File: config.mk
export PLATFORM = sky130hd
export DESIGN_NAME = dist_fifo
export DESIGN_NICKNAME = d
export VERILOG_FILES = /design/src/rtl/dist_fifo_pkg.sv /design/src/rtl/dist_ram.sv /design/src/rtl/dist_fifo.sv
export SDC_FILE = /design/constraint.sdc
export NUM_CORES = 1
export LEC_CHECK = 0
export CORE_MARGIN = 5
export CORE_UTILIZATION = 40
export CTS_CLUSTER_SIZE = 24
export DETAILED_ROUTE_END_ITERATION = 16
export SLEW_MARGIN = 20
export SYNTH_ARGS = -nofsm -noshare
export SYNTH_HDL_FRONTEND = slang
export SYNTH_SLANG_ARGS = --single-unit
File: constraint.sdc
create_clock -name clk -period 8 [get_ports clk]
set_input_delay 2 -clock clk [delete_from_list [all_inputs] [get_ports clk]]
set_output_delay 2 -clock clk [all_outputs]
set_load 0.01 [all_outputs]
File: src/rtl/dist_fifo_pkg.sv
// dist_fifo_pkg: shared defaults for the distributed-RAM FIFO.
// Holds the data/address width defaults, the occupancy-flag threshold
// defaults and a helper that turns an address width into a depth.
package dist_fifo_pkg;

   localparam int DW_DEF        = 16;
   localparam int AW_DEF        = 6;
   localparam int AFULL_TH_DEF  = 60;
   localparam int AEMPTY_TH_DEF = 4;

   // Number of entries addressed by an aw-bit RAM address.
   function automatic int depth_of(input int aw);
      return 1 << aw;
   endfunction

endpackage

File: src/rtl/dist_ram.sv
// dist_ram: distributed (LUT) RAM, synchronous write, asynchronous read.
// Contents are deliberately not reset so the array maps onto LUT RAM.
module dist_ram #(
   parameter int DW = 16,
   parameter int AW = 6
) (
   input  logic          clk,
   input  logic          we,
   input  logic [AW-1:0] wa,
   input  logic [DW-1:0] wd,
   input  logic [AW-1:0] ra,
   output logic [DW-1:0] rd
);

   logic [DW-1:0] mem [(1<<AW)];

   // Store one word per enabled clock edge.
   always_ff @(posedge clk) begin
      if (we) begin
         mem[wa] <= wd;
      end
   end

   assign rd = mem[ra];

endmodule

File: src/rtl/dist_fifo.sv
// dist_fifo: parametrised synchronous FIFO over a distributed RAM.
// Pointers are AW+1 bits so wrap-around is unambiguous; occupancy is kept
// in its own count register and all flags decode that register only, so
// there is no combinational path from wr_en/rd_en to any flag.
// Build option: define DIST_FIFO_FWFT_EN for first-word-fall-through reads
// (head word shown combinationally, rd_en pops it). Without it, a popped
// word is registered onto rd_data for one cycle with rd_valid.
module dist_fifo
   import dist_fifo_pkg::*;
#(
   parameter int DW        = DW_DEF,
   parameter int AW        = AW_DEF,
   parameter int AFULL_TH  = AFULL_TH_DEF,
   parameter int AEMPTY_TH = AEMPTY_TH_DEF
) (
   input  logic          clk,
   input  logic          rstn,
   input  logic          wr_en,
   input  logic [DW-1:0] wr_data,
   input  logic          rd_en,
   output logic [DW-1:0] rd_data,
   output logic          rd_valid,
   output logic          full,
   output logic          empty,
   output logic          almost_full,
   output logic          almost_empty,
   output logic [AW:0]   count,
   output logic          overflow,
   output logic          underflow
);

   localparam int          DEPTH    = depth_of(AW);
   localparam logic [AW:0] DEPTH_C  = (AW+1)'(DEPTH);
   localparam logic [AW:0] AFULL_C  = (AW+1)'(AFULL_TH);
   localparam logic [AW:0] AEMPTY_C = (AW+1)'(AEMPTY_TH);
   localparam logic [AW:0] ONE_C    = (AW+1)'(1);

   logic [AW:0]   wptr_q, wptr_d;
   logic [AW:0]   rptr_q, rptr_d;
   logic [AW:0]   count_q, count_d;
   logic          overflow_q, overflow_d;
   logic          underflow_q, underflow_d;
   logic          wr_acc, rd_acc;
   logic          ram_we;
   logic [DW-1:0] ram_rd;

   assign full         = (count_q == DEPTH_C);
   assign empty        = (count_q == '0);
   assign almost_full  = (count_q >= AFULL_C);
   assign almost_empty = (count_q <= AEMPTY_C);
   assign count        = count_q;
   assign overflow     = overflow_q;
   assign underflow    = underflow_q;

   // A full FIFO still accepts a read and an empty one still accepts a
   // write; only the request that cannot be honoured is rejected.
   assign wr_acc = wr_en && !full;
   assign rd_acc = rd_en && !empty;

   // Requests arriving in a reset cycle must not touch the array either.
   assign ram_we = wr_acc && rstn;

   dist_ram #(
      .DW (DW),
      .AW (AW)
   ) u_ram (
      .clk (clk),
      .we  (ram_we),
      .wa  (wptr_q[AW-1:0]),
      .wd  (wr_data),
      .ra  (rptr_q[AW-1:0]),
      .rd  (ram_rd)
   );

   // Pointer, occupancy and error-pulse next state.
   always_comb begin
      wptr_d      = wptr_q;
      rptr_d      = rptr_q;
      count_d     = count_q;
      overflow_d  = wr_en && full;
      underflow_d = rd_en && empty;
      if (wr_acc) begin
         wptr_d = wptr_q + ONE_C;
      end
      if (rd_acc) begin
         rptr_d = rptr_q + ONE_C;
      end
      case ({wr_acc, rd_acc})
         2'b10:   count_d = count_q + ONE_C;
         2'b01:   count_d = count_q - ONE_C;
         default: count_d = count_q;
      endcase
   end

   // Pointer, occupancy and error-pulse registers; reset wins over requests.
   always_ff @(posedge clk) begin
      if (!rstn) begin
         wptr_q      <= '0;
         rptr_q      <= '0;
         count_q     <= '0;
         overflow_q  <= 1'b0;
         underflow_q <= 1'b0;
      end else begin
         wptr_q      <= wptr_d;
         rptr_q      <= rptr_d;
         count_q     <= count_d;
         overflow_q  <= overflow_d;
         underflow_q <= underflow_d;
      end
   end

`ifdef DIST_FIFO_FWFT_EN

   // Head word falls through; rd_data is meaningless while empty.
   assign rd_data  = ram_rd;
   assign rd_valid = !empty;

`else

   logic [DW-1:0] rd_data_q, rd_data_d;
   logic          rd_valid_q, rd_valid_d;

   // Capture the popped word; rd_data holds it until the next pop.
   always_comb begin
      rd_data_d  = rd_data_q;
      rd_valid_d = rd_acc;
      if (rd_acc) begin
         rd_data_d = ram_rd;
      end
   end

   // Registered read port.
   always_ff @(posedge clk) begin
      if (!rstn) begin
         rd_data_q  <= '0;
         rd_valid_q <= 1'b0;
      end else begin
         rd_data_q  <= rd_data_d;
         rd_valid_q <= rd_valid_d;
      end
   end

   assign rd_data  = rd_data_q;
   assign rd_valid = rd_valid_q;

`endif

endmodule
==> impl_metrics.toml <==
[layout]
layout_common_cells = "sky130_fd_sc_hd__edfxtp_1 (1024), sky130_fd_sc_hd__mux2i_1 (319), sky130_fd_sc_hd__nor2_1 (152), sky130_fd_sc_hd__clkbuf_16 (109), sky130_fd_sc_hd__mux4_2 (105)"
filler_cell_count = 8770
drive_above_1_share = 0.158
final_cells = 3804
mostFrequentLayoutCell = "sky130_fd_sc_hd__edfxtp_1"
final_cell_area_mm2 = 0.0469
design.final.nets = 2365
flow.area_growth_from_synthesis_pct = 13.5

[worst_setup_path]
critPathSlowestCell = "sky130_fd_sc_hd__or4_4"
worstPathRequired_ps = 6000
reg2reg_depth = 7
r2r_slack_ps = 3520
worst_setup_path_end_kind = "primary output"
criticalPathCategory = "flip-flop to primary output"
worst-path-max-fanout = 6
worstSetupPathDepth = 3
worst_r2r_startpoint = "rptr_q[2]"
crit_buf_inv = 1
setup.worst_path.start_class = "flip-flop"
critical_path.startpoint = "count[0]"
path_cells = "or4_4, nor2_1, clkdlybuf4s50_1"
critical-path-top-delay-family = "simple AND/OR/NAND/NOR gates"
worstPathArrival_ps = 2830
rr_endpoint = "rd_data[3]"
critical_path.endpoint = "full"
cp_slowest_stage_delay_ps = 650

[routing]
drt-pass1-iter-count = 5
drt-wirelength-per-cell_um = 26.9
avgViaCountPerCell = 5.57
wl_met2_mm = 49.5
drt_wl_total_mm = 102
topRoutingLayerUsed = "met4"
drt-met1-wl_mm = 42.0
drt_iter0_drc = 2076
antenna_left = 0
detailroute.via_count = 21184
drc_errors = 0
wl_met3_mm = 7.34

[timing]
maxClockFrequency_mhz = 207
finalCriticalPeriod_ps = 4830
final_min_period_over_clock_period = 0.604
final_count_of_negative_setup_slack_endpoints = 0
rsz0062_at_grt = "false"
worst_slack_ps = 3170
tightest_slew_ps = 1090
finalSetupTns_ps = 0
timing.slew.headroom = 0.273
final_hold_viol_count = 0
fin_worst_hold_slack_ps = 552
final_count_of_pins_violating_max_slew = 0
final.setup_skew_ps = 22.1

[logic_synthesis]
yosysWarnings = 0
post_synth_edffs = 1024
synth_cell_types = 55
cell_area_after_synthesis_mm2 = 0.0414
synth-seq-area-share = 0.762
avgSynthCellArea_um2 = 18.8
netlist_instances = 2201
dominantRegCellSynth = "sky130_fd_sc_hd__edfxtp_1"
postSynth.asyncResetShare = 0
synth_net_count = 2230
synth_seq_cells = 1062

[power_and_ir_drop]
p_leak_uw = 0.0143
vdd_ir_drop_max_uv = 202
power-per-cell-area_mw_per_mm2 = 273

[die]
chip_width_um = 332
floorplan.die_area_mm2 = 0.110
i_o_pin_total = 50
core_mm2 = 0.103
die_height_um = 332
initial_core_util = 0.401
rows = 118

[clock_tree]
worst_setup_hold_path_clk_slew_ps = 60
numClockSinks = 1062
postCtsSetupBuffers = 0
holdBufCountCts = 0
htree_num_levels = 3
cts_tree = "built"
cts_buffer_depth = 3
postCtsResizedCells = 0
cts_made_buffers = 106
clk_latency_ps = 650
cts_root_cell = "sky130_fd_sc_hd__clkbuf_16"

[placed_design]
placedInstanceArea_mm2 = 0.0436
dp_cells = 3608
place.gp.congestion = 0.854
dp_slack_ps = 2990
dp_hpwl_mm = 60.4
port_buffers = 49

[global_route]
grt_util_all_layers = 0.181
grt_first_pass_wirelength_mm = 148
first_global_vias = 21339
antenna_found_initial = 6
grt_max_degree = 104
total_global_routing_overflow = 0

[flow_run]
max-cap-violations = 0

[worst_hold_path]
worst_hold_path_type = "flip-flop to flip-flop"

[status]
run_status = "completed"
## Yosys cell counts, types with 6 or more instances
master                     number  share of area
sky130_fd_sc_hd__clkbuf_1      49         0.0044
sky130_fd_sc_hd__a22o_1        17         0.0036
sky130_fd_sc_hd__buf_4         14         0.0025
sky130_fd_sc_hd__xnor2_1       10         0.0021
sky130_fd_sc_hd__dfxtp_1       38          0.018
sky130_fd_sc_hd__nand3_1       10         0.0012
sky130_fd_sc_hd__nor4_1        24         0.0036
sky130_fd_sc_hd__mux4_1         8         0.0051
sky130_fd_sc_hd__ha_1           8         0.0024
sky130_fd_sc_hd__o21ai_0       44         0.0053
sky130_fd_sc_hd__buf_1          9        0.00082
sky130_fd_sc_hd__nand2_1       35         0.0032
sky130_fd_sc_hd__and2_1        14         0.0021
sky130_fd_sc_hd__nor2_1       155          0.014
sky130_fd_sc_hd__a211oi_1      25         0.0045
sky130_fd_sc_hd__buf_2         40         0.0048
sky130_fd_sc_hd__nor3_1        32         0.0039
sky130_fd_sc_hd__nand3b_1       7         0.0013
sky130_fd_sc_hd__buf_6          7         0.0019
sky130_fd_sc_hd__o221ai_1       8         0.0017
sky130_fd_sc_hd__o22ai_1       89          0.013
sky130_fd_sc_hd__mux2i_1      319          0.077
sky130_fd_sc_hd__a21oi_1       17         0.0021
sky130_fd_sc_hd__edfxtp_1    1024           0.74
sky130_fd_sc_hd__mux4_2       105          0.057
sky130_fd_sc_hd__and3_1        16         0.0024
sky130_fd_sc_hd__nor2b_1        6        0.00091
sky130_fd_sc_hd__a311o_1       17         0.0041
## area by class of cell
type,instances,area (µm²),share of cell area
Timing Repair Buffer,151,1190,0.0253
Sequential cell,1062,31500,0.672
Multi-Input combinational cell,1011,9160,0.195
Tap cell,1380,1730,0.0368
Clock buffer,140,2890,0.0617
Clock inverter,53,424,0.00904
Inverter,4,15.0,0.000320
Antenna cell,3,7.51,0.000160
## report_power, final
part           internal (µW)  leakage (µW)  switching, µW
logic                    749       0.00315            971
clock network           2750       0.00161           1990
registers               6170       0.00952            160
## routing by layer
layer,GRT usage,up-vias
li1,-,9184
met1,0.248,11032
met3,0.0305,173
met4,0.0599,0
met2,0.297,795
met5,0,-
## stage by stage
step / power, µW / util
detailed placement: 8180 / 0.423
global placement: 8160 / 0.423
floorplan: 7510 / -
CTS: 12900 / 0.455
finish: 12800 / 0.456
global route: 13200 / 0.455
## kinds of logic after synthesis
logic type                 synth area share
buffers and inverters                0.0167
adders and majority gates           0.00290
DFF                                   0.762
and+or+nand+nor                      0.0368
xor gates and xnor gates            0.00275
AOI/OAI and AO/OA                    0.0393
muxes                                 0.139
## worst min-delay path, delay by kind of cell, from the launching register on
family	cells	cell delay, ps
muxes	1	60
DFF	1	360
and+or+nand+nor	1	80
## how the worst min path moves through the flow
| stage | start | to | slack, ps | depth (start not counted) |
|---|---|---|---|---|
| final | count[6] | count[6] | 550 | 2 |
| after global routing | count[6] | count[6] | 590 | 2 |
| after CTS | count[6] | count[6] | 560 | 2 |
| after detailed placement | count[6] | count[6] | 550 | 2 |
| after global placement | count[6] | count[6] | 540 | 2 |
| after floorplan | count[6] | count[6] | 520 | 2 |
## registers in the layout (all words and copies together) (netlist names)
| name | cells |
|---|---|
| underflow | 1 |
| rptr_q | 6 |
| u_ram.mem | 1024 |
| count | 7 |
| wptr_q | 6 |
| overflow | 1 |
| rd_valid | 1 |
| rd_data | 16 |
(Power assumes the default switching activity.)
